[src/rtl/reg_bank_arbiter.sv]
// Two-requester arbiter in front of a DEPTH x WIDTH register bank, three cycles per transaction.
// Optional macro REG_BANK_PARITY_EN adds per-entry even parity with err_inj and perr ports.
module reg_bank_arbiter #(
    parameter int WIDTH = 8,
    parameter int DEPTH = 4,
    localparam int AW = (DEPTH > 1) ? $clog2(DEPTH) : 1
) (
    input  logic             clk,
    input  logic             reset,
    input  logic             req0,
    input  logic             req1,
    input  logic             we0,
    input  logic             we1,
    input  logic [AW-1:0]    addr0,
    input  logic [AW-1:0]    addr1,
    input  logic [WIDTH-1:0] wdata0,
    input  logic [WIDTH-1:0] wdata1,
`ifdef REG_BANK_PARITY_EN
    input  logic             err_inj,
    output logic             perr,
`endif
    output logic             gnt0,
    output logic             gnt1,
    output logic [WIDTH-1:0] rdata,
    output logic             rvalid,
    output logic             rid,
    output logic             busy
);

    typedef enum logic [1:0] {IDLE, GRANT, RESP} state_t;

    state_t             state_q, state_d;
    logic               ptr_q, ptr_d;
    logic               win_q, win_d;
    logic               we_q, we_d;
    logic [AW-1:0]      addr_q, addr_d;
    logic [WIDTH-1:0]   wdata_q, wdata_d;
    logic [WIDTH-1:0]   bank_q [DEPTH];
    logic [WIDTH-1:0]   rdata_q;
    logic               rid_q;
    logic               winner;

    // A lone request wins outright; a tie goes to the requester named by ptr.
    assign winner = (req0 && req1) ? ptr_q : req1;

    always_ff @(posedge clk or posedge reset) begin
        if (reset) begin
            state_q <= IDLE;
            ptr_q   <= 1'b0;
            win_q   <= 1'b0;
            we_q    <= 1'b0;
            addr_q  <= '0;
            wdata_q <= '0;
        end else begin
            state_q <= state_d;
            ptr_q   <= ptr_d;
            win_q   <= win_d;
            we_q    <= we_d;
            addr_q  <= addr_d;
            wdata_q <= wdata_d;
        end
    end

    always_comb begin
        state_d = state_q;
        ptr_d   = ptr_q;
        win_d   = win_q;
        we_d    = we_q;
        addr_d  = addr_q;
        wdata_d = wdata_q;
        case (state_q)
            IDLE: begin
                if (req0 || req1) begin
                    state_d = GRANT;
                    win_d   = winner;
                    ptr_d   = ~winner;
                    we_d    = winner ? we1 : we0;
                    addr_d  = winner ? addr1 : addr0;
                    wdata_d = winner ? wdata1 : wdata0;
                end
            end
            GRANT:   state_d = RESP;
            RESP:    state_d = IDLE;
            default: state_d = IDLE;
        endcase
    end

    // The bank and read data commit at the edge that ends GRANT.
    always_ff @(posedge clk or posedge reset) begin
        if (reset) begin
            for (int i = 0; i < DEPTH; i++) bank_q[i] <= '0;
            rdata_q <= '0;
            rid_q   <= 1'b0;
        end else if (state_q == GRANT) begin
            if (we_q) begin
                bank_q[addr_q] <= wdata_q;
            end else begin
                rdata_q <= bank_q[addr_q];
                rid_q   <= win_q;
            end
        end
    end

`ifdef REG_BANK_PARITY_EN
    logic             errinj_q;
    logic             par_q [DEPTH];
    logic             perr_q;

    // Parity is computed from the captured write data; err_inj flips it to model a corrupt entry.
    always_ff @(posedge clk or posedge reset) begin
        if (reset) begin
            errinj_q <= 1'b0;
            for (int i = 0; i < DEPTH; i++) par_q[i] <= 1'b0;
            perr_q   <= 1'b0;
        end else begin
            if (state_q == IDLE) errinj_q <= err_inj;
            if (state_q == GRANT) begin
                if (we_q) par_q[addr_q] <= (^wdata_q) ^ errinj_q;
                else      perr_q        <= (^bank_q[addr_q]) != par_q[addr_q];
            end
        end
    end

    assign perr = rvalid && perr_q;
`endif

    assign gnt0   = (state_q == GRANT) && !win_q;
    assign gnt1   = (state_q == GRANT) && win_q;
    assign busy   = (state_q != IDLE);
    assign rvalid = (state_q == RESP) && !we_q;
    assign rid    = rid_q;
    assign rdata  = rdata_q;

endmodule

[config.mk]
export PLATFORM = sky130hd
export DESIGN_NAME = reg_bank_arbiter
export DESIGN_NICKNAME = d
export VERILOG_FILES = /design/src/rtl/reg_bank_arbiter.sv
export SDC_FILE = /design/constraint.sdc
export NUM_CORES = 1
export LEC_CHECK = 0
export CORE_ASPECT_RATIO = 1.2
export CORE_MARGIN = 1
export CORE_UTILIZATION = 53
export DETAILED_ROUTE_END_ITERATION = 10
export PLACE_DENSITY = 0.85
export SLEW_MARGIN = 20
export SYNTH_ARGS = -nofsm -noshare
export SYNTH_HDL_FRONTEND = slang
export SYNTH_SLANG_ARGS = --single-unit
[constraint.sdc]
create_clock -name clk -period 2.5 [get_ports clk]
set_input_delay 0.5 -clock clk [delete_from_list [all_inputs] [get_ports clk]]
set_output_delay 0.5 -clock clk [all_outputs]
set_load 0.05 [all_outputs]
# Word level (Yosys, flattened, before mapping)
# Index checks and enable logic that the tools add are counted.
dict set report word_totals {
  ff_bits 56
  output_inout_bits 13
}
dict set report op_classes {
  n_lt_le_gt_ge 2
  eq_ne 3
  n_mux 12
  bitwise 3
  n_reduce_logical 13
}
# op count
set ops {}
lappend ops {{$bwmux 32} 1}
lappend ops {{$mux 8} 4}
lappend ops {{$bmux 8 s2} 1}
lappend ops {{$demux 8 s2} 1}
lappend ops {{$reduce_and 2->1} 3}
lappend ops {{$logic_and 1x1->1} 5}
lappend ops {{$mux 2} 2}
lappend ops {{$pmux 2 s2} 1}
lappend ops {{$ge 3x3->1 const B} 1}
lappend ops {{$lt 3x1->1 const B} 1}
lappend ops {{$not 2->3} 1}
lappend ops {{$eq 2x1->1 const B} 1}
lappend ops {{$eq 2x2->1 const B} 1}
lappend ops {{$logic_not 1->1} 2}
lappend ops {{$logic_not 2->1} 1}
lappend ops {{$mux 1} 2}
lappend ops {{$ne 2x2->1 const B} 1}
lappend ops {{$not 1->1} 2}
lappend ops {{$reduce_bool 2->1} 1}
lappend ops {{$logic_or 1x1->1} 1}

# Longest topological paths before layout
# Gate-level depths: netlist of the first run.
dict set report logic_depth {
  ltp_word 6
  depth_mapped 5
  ltp_nobuf 4
}

# Least setup slack after synthesis of the first run
# No wires, ideal clock.
dict set report synth_path {
  path_kind {register to output}
  start {register state_q[0]}
  end {output port rvalid}
  arrival_time_ns 1.605
  required_time_ns 2.000
  path_slack_ns 0.395
  path_stages_with_launch 2
  n_path_buf 0
  path_cell_list {dfrtp_1 nor3b_1}
}
dict set report synth_via {
  elab_chain_cells 2
}
# element line
set synth_rtl {}
lappend synth_rtl {{from (decl)} 32} ;# state_t state_q, state_d;
lappend synth_rtl {{from (signal assigned)} 55} ;# state_q <= state_d;
lappend synth_rtl {{$eq 2x2->1} 130} ;# assign rvalid = (state_q == RESP) && !we_q;
lappend synth_rtl {{$logic_and 1x1->1} 130}
lappend synth_rtl {{to (decl)} 25} ;# output logic rvalid,
# Every way passes these cells.

# Worst setup path after layout of the first run
dict set report layout_path {
  start {register state_q[1]}
  end {output port gnt0}
}
dict set report layout_via {
  elab_chain_cells 2
}
# element line
set layout_rtl {}
lappend layout_rtl {{$eq 2x1->1} 127} ;# assign gnt0 = (state_q == GRANT) && !win_q;
lappend layout_rtl {{$logic_and 1x1->1} 127}
lappend layout_rtl {{to (decl)} 22} ;# output logic gnt0,
# Every way passes these cells.

==> run_results.csv, run 1 <==
group,metric,value,unit
global_routing,grt_overflow,0,
clocking,postCtsResizedCells,0,
logic_synthesis,ys_async_sr_fraction,100,%
cells_and_area,drive_gt1_share,27.0,%
clocking,post_cts_buffers,0,
placement,gp_congestion,0.751,
run,max_cap_violations,0,
logic_synthesis,syn_area,2540,sq um
timing,fin_hold_ws,0.504,ns
logic_synthesis,yosys.area.top_type_share,55.1,%
logic_synthesis,ys_top_cells_by_area,"dfrtp_1 55%, mux2_2 18%, mux4_1 8.3%, a31oi_1 3.0%, a21oi_1 2.4%",
worst_setup_path,startpoint_type,"flip-flop",
clocking,htree_levels,2,
cells_and_area,fin_area,3100,sq um
global_routing,grt_antenna_before_repair,0,
clocking,cts_buffers,5,
logic_synthesis,ys.flop_type,"dfrtp_1",
clocking,clk_pin_slew_worst_paths,0.09,ns
pwr,p_leak,0.00129,uW
timing,finalCritPeriodShare,96.8,%
cells_and_area,area_delta_synth_final,21.7,%
timing,period_minus_slack,2.42,ns
cells_and_area,fill_cells,356,
placement,dp_hpwl,3.35,mm
timing,setup_violations,0,
logic_synthesis,ys_ff_latch,56,
timing,report.final.hold_viol_count,0,
timing,final_max_slew_viol_count,0,
logic_synthesis,synthCells,185,
timing,rsz0062_at_grt,"false",
timing,slew_headroom,57.9,%
clocking,clock_latency,0.31,ns
clocking,clock_sinks,56,
routing,ant_nets,0,
status,status,"finished, final reports clean",
routing,wirelength,4.78,mm
logic_synthesis,netlist-cell-type-count,27,
timing,tns,0,ns
worst_setup_path,critPathMaxFanout,5,
logic_synthesis,ys_seq_area_share,55.1,%
routing,drtPass1Iterations,4,
clocking,hold_buffers,0,
routing,num_vias,1655,
global_routing,grt_pass1_wl,7.99,mm
pwr,ir_drop,685,uV
routing,drc_errors,0,
floorplan,die_x,65.2,microns
routing,vias_per_cell,5.83,
placement,io_buffers,38,
logic_synthesis,avgSynthCellArea,13.7,sq um
floorplan,initial_core_util,55.4,%
logic_synthesis,synth_fp_nets,211,
routing,avgRoutedWirePerCell,16.8,microns
clocking,root_buffer,"clkbuf_8",
floorplan,num_rows,27,
worst_setup_path,arrival,1.92,ns
logic_synthesis,synth_warnings,0,
logic_synthesis,ys_top_cells_by_count,"56 x dfrtp_1, 40 x mux2_2, 12 x a21oi_1, 12 x a31oi_1, 12 x o21ai_0",
cells_and_area,antenna_cells,0,
worst_setup_path,crit_required,2.00,ns
logic_synthesis,synth-edff-count,0,
clocking,cts_buffer_depth,2,
global_routing,grt_start_max_net_pins,26,
worst_setup_path,worst_setup_path_end_kind,"output port",
routing,drt_iter0_drc,56,
timing,tightestPinTransition,0.632,ns
pwr,power_density,1300,nW/um^2
timing,max_freq,0.413,GHz
global_routing,grt_pass1_vias,1627,
worst_setup_path,crit_type,"flip-flop to output port",
timing,skew,0.00313,ns
global_routing,gr-usage-all-layers,21.7,%
logic_synthesis,synth_top_area_cell,"dfrtp_1",
floorplan,io_pins,39,
floorplan,core_area,4590,sq um
worst_hold_path,hp-class,"flip-flop to flip-flop",
floorplan,chipHeight,77.9,microns
cells_and_area,final_nets,251,
logic_synthesis,yosysMostFrequentCell,"dfrtp_1",
placement,dpl-instance-area,2990,sq um
clocking,cts_tree,"yes",
floorplan,die_area,5080,sq um
cells_and_area,final_core_util,67.4,%
==> registers in the layout, indices dropped and copies added (netlist names) <==
signal and cells:
rid 1, state_q 2, wdata_q 8, ptr_q 1, bank_q 32, win_q 1, rdata 8, addr_q 2
we_q 1
==> power by group <==
group	leakage, uW	internal (uW)	switching [uW]
clock network	0.0000552	297	276
registers	0.000659	1370	369
logic	0.000580	887	819
total	0.00129	2550	1460
==> cell type report <==
class                           count  area [sq um]  area share [%]
Clock buffer                        6          72.6            2.34
Multi-Input combinational cell    115          1070            34.5
Clock inverter                      2          35.0            1.13
Tap cell                           58          72.6            2.34
Sequential cell                    56          1400            45.3
Timing Repair Buffer               44           435            14.1
Inverter                            3          11.3           0.364
==> cells by family after synthesis <==
group	count (synthesis)	share of synthesized area, %
flops	56	55.1
simple gates	29	7.62
mux	49	26.4
buf+inv	14	2.90
compound gates	37	7.97
==> layout by cell type (no fill, tap or decap), drive strengths merged, types with 6 or more instances in the layout <==
cell and instances:
dfrtp 56, mux4 8, clkdlybuf4s50 37, nand3 11, buf 7, o21ai 12, mux2 41, a31oi 12
clkbuf 6, a21oi 12
==> critical path, cell delays in order, from the launching register on <==
cell and delay, ns:
dfrtp_1 0.43, and2b_1 0.25, nor2b_1 0.13, clkdlybuf4s50_1 0.80
==> worst paths after layout <==
check                            from          to  slack [ns]  depth (start not counted)
max                        state_q[1]        gnt0        0.08                          3
min                        bank_q[16]  bank_q[16]        0.50                          1
max reg2reg                 addr_q[1]  bank_q[10]        0.64                          3
min reg2reg                bank_q[16]  bank_q[16]        0.50                          1
max in group asynchronous       reset   bank_q[4]        1.45                          3
min in group asynchronous       reset  bank_q[11]        0.53                          2
==> metal layers <==
metal / track usage (%) / share of wire, % / wire length, microns
met3: 3.97 / 2.8 / 132
met1: 26.5 / 40 / 1910
met5: 0 / 0 / 0
met4: 10.2 / 2.6 / 123
met2: 36.6 / 55 / 2610
==> metrics by stage <==
stage / instances / power (uW) / setup slack, ns
CTS: 284 / 4050 / 0.0684
finish: 284 / 4010 / 0.0788
detailed placement: 276 / 3470 / 0.418
global route: 284 / 4260 / 0.0239
global placement: 276 / 3400 / 0.440
floorplan: 185 / 2980 / 0.395
(Power assumes the default switching activity.)
==> inputs of run 2 (changes only) <==
- MAX_ROUTING_LAYER: unset -> met4
==> run 2 against run 1 <==
  * Clock skew increased by 0.0015 ns
  * Utilization unchanged
  * Routed wire length decreased by 0.21%
  * Critical path depth unchanged
  * Count of clock-buffer cells in the layout unchanged
  * First-iteration DRC count increased by 5.4%
  * Cell count unchanged
  * Clock power increased by 0.7%
  * Maximum frequency decreased by 0.14%
  * Combinational power about the same
  * Design area unchanged
  * Setup slack got worse by 0.0034 ns
  * Highest routed layer unchanged
==> run_results.csv, run 2 (synthesis results as in run 1) <==
group,metric,value,unit
floorplan,core_area,4590,sq um
worst_setup_path,crit_slowest_cell,"clkdlybuf4s50_1",
floorplan,initial_core_util,55.4,%
timing,fin_hold_ws,0.504,ns
routing,drt_iter0_drc,59,
timing,setup_violations,0,
worst_setup_path,crit_required,2.00,ns
global_routing,grt_pass1_vias,1628,
floorplan,die_x,65.2,microns
clocking,clock_latency,0.31,ns
routing,num_vias,1671,
placement,dp_hpwl,3.35,mm
worst_setup_path,reg2reg_slack,0.64,ns
timing,skew,0.00468,ns
global_routing,grt_pass1_wl,8.00,mm
timing,report.final.hold_viol_count,0,
cells_and_area,drive_gt1_share,27.0,%
routing,drtPass1Iterations,6,
worst_hold_path,whs_path_depth,1,
worst_setup_path,crit_chain,"and2b_1 -> nor2b_1 -> clkdlybuf4s50_1",
clocking,cts_tree,"yes",
worst_setup_path,timing.rr.start,"addr_q[1]",
cells_and_area,final_cell_mix,"56 x dfrtp_1, 40 x mux2_2, 37 x clkdlybuf4s50_1",
pwr,p_leak,0.00129,uW
clocking,post_cts_buffers,0,
routing,avgRoutedWirePerCell,16.8,microns
timing,tightestPinTransition,0.629,ns
global_routing,grt_overflow,0,
clocking,root_buffer,"clkbuf_8",
clocking,hold_buffers,0,
global_routing,gr-usage-all-layers,22.3,%
timing,max_freq,0.412,GHz
worst_hold_path,hp-start,"bank_q[16]",
floorplan,num_rows,27,
run,max_cap_violations,0,
worst_setup_path,crit_family,"buffers and inverters",
pwr,power_density,1300,nW/um^2
worst_setup_path,crit_buf_inv,1,
timing,slew_headroom,58.0,%
clocking,cts_buffer_depth,2,
worst_setup_path,startpoint_type,"flip-flop",
clocking,clock_sinks,56,
clocking,postCtsResizedCells,0,
worst_setup_path,arrival,1.92,ns
timing,tns,0,ns
routing,wirelength,4.77,mm
floorplan,io_pins,39,
worst_hold_path,hold_end,"bank_q[16]",
timing,final_max_slew_viol_count,0,
routing,drc_errors,0,
worst_setup_path,worstRegToRegCells,3,
clocking,htree_levels,2,
placement,io_buffers,38,
global_routing,grt_antenna_before_repair,0,
worst_setup_path,worst_setup_path_end_kind,"output port",
worst_setup_path,worstReg2RegEnd,"bank_q[22]",
routing,ant_nets,0,
timing,period_minus_slack,2.42,ns
cells_and_area,final_common_cell,"dfrtp_1",
cells_and_area,largest_reg_flops,32,
routing,vias_per_cell,5.88,
status,status,"finished, final reports clean",
clocking,cts_buffers,5,
worst_setup_path,critPathMaxFanout,5,
worst_setup_path,crit_type,"flip-flop to output port",
placement,gp_congestion,0.761,
pwr,finalPower,4020,uW
timing,rsz0062_at_grt,"false",
worst_hold_path,hp-class,"flip-flop to flip-flop",
floorplan,die_area,5080,sq um
cells_and_area,area_delta_synth_final,21.7,%
worst_setup_path,cp_num_cells,3,
worst_setup_path,slowest_delay,0.80,ns
pwr,ir_drop,685,uV
cells_and_area,antenna_cells,0,
cells_and_area,final_nets,251,
cells_and_area,layout.cells.non_filler,284,
timing,finalCritPeriodShare,97.0,%
floorplan,chipHeight,77.9,microns
global_routing,grt_start_max_net_pins,26,
placement,placedCellCount,276,
clocking,clk_pin_slew_worst_paths,0.09,ns
cells_and_area,largest-register,"bank_q",
## run 2: cell counts in the layout (fill, tap and decap cells not counted)
No cell type changed its count.
## run 2: worst max-delay path by stage
stage / from / end / slack, ns
4_1_cts: state_q[1] / gnt0 / 0.07
3_3_place_gp: state_q[1] / gnt0 / 0.44
5_1_grt: state_q[1] / gnt0 / 0.02
6_report: state_q[1] / gnt0 / 0.08
2_1_floorplan: state_q[0] / rvalid / 0.40
3_5_place_dp: state_q[1] / gnt0 / 0.42
## run 2: metal layers
layer  part of all wire (%)  GRT usage (%)  vias up
met2                     54           36.6       40
met5                      0              -        -
li1                       -              -      774
met4                    2.6           10.2        0
met3                    3.0           3.97        9
met1                     40           26.5      848
## run 2: cell type report
cell class                      count  area [sq um]
Fill cell                         356          1500
Sequential cell                    56          1400
Clock buffer                        6          72.6
Tap cell                           58          72.6
Multi-Input combinational cell    115          1070
Timing Repair Buffer               44           435
Inverter                            3          11.3
Clock inverter                      2          35.0
## run 2: per-stage QoR
step / util, % / setup WS [ns] / instance area [sq um]
2_1_floorplan: - / 0.395 / 2540
3_3_place_gp: 65.1 / 0.440 / 2990
3_5_place_dp: 65.1 / 0.418 / 2990
4_1_cts: 67.4 / 0.0684 / 3100
5_1_grt: 67.4 / 0.0239 / 3100
6_report: 67.4 / 0.0754 / 3100
## run 2: report_power, final
part	internal, uW	leakage, uW	switching (uW)	total (uW)
clock	297	0.0000552	279	577
combinational	887	0.000580	818	1700
sequential	1370	0.000659	368	1730
total	2550	0.00129	1460	4020
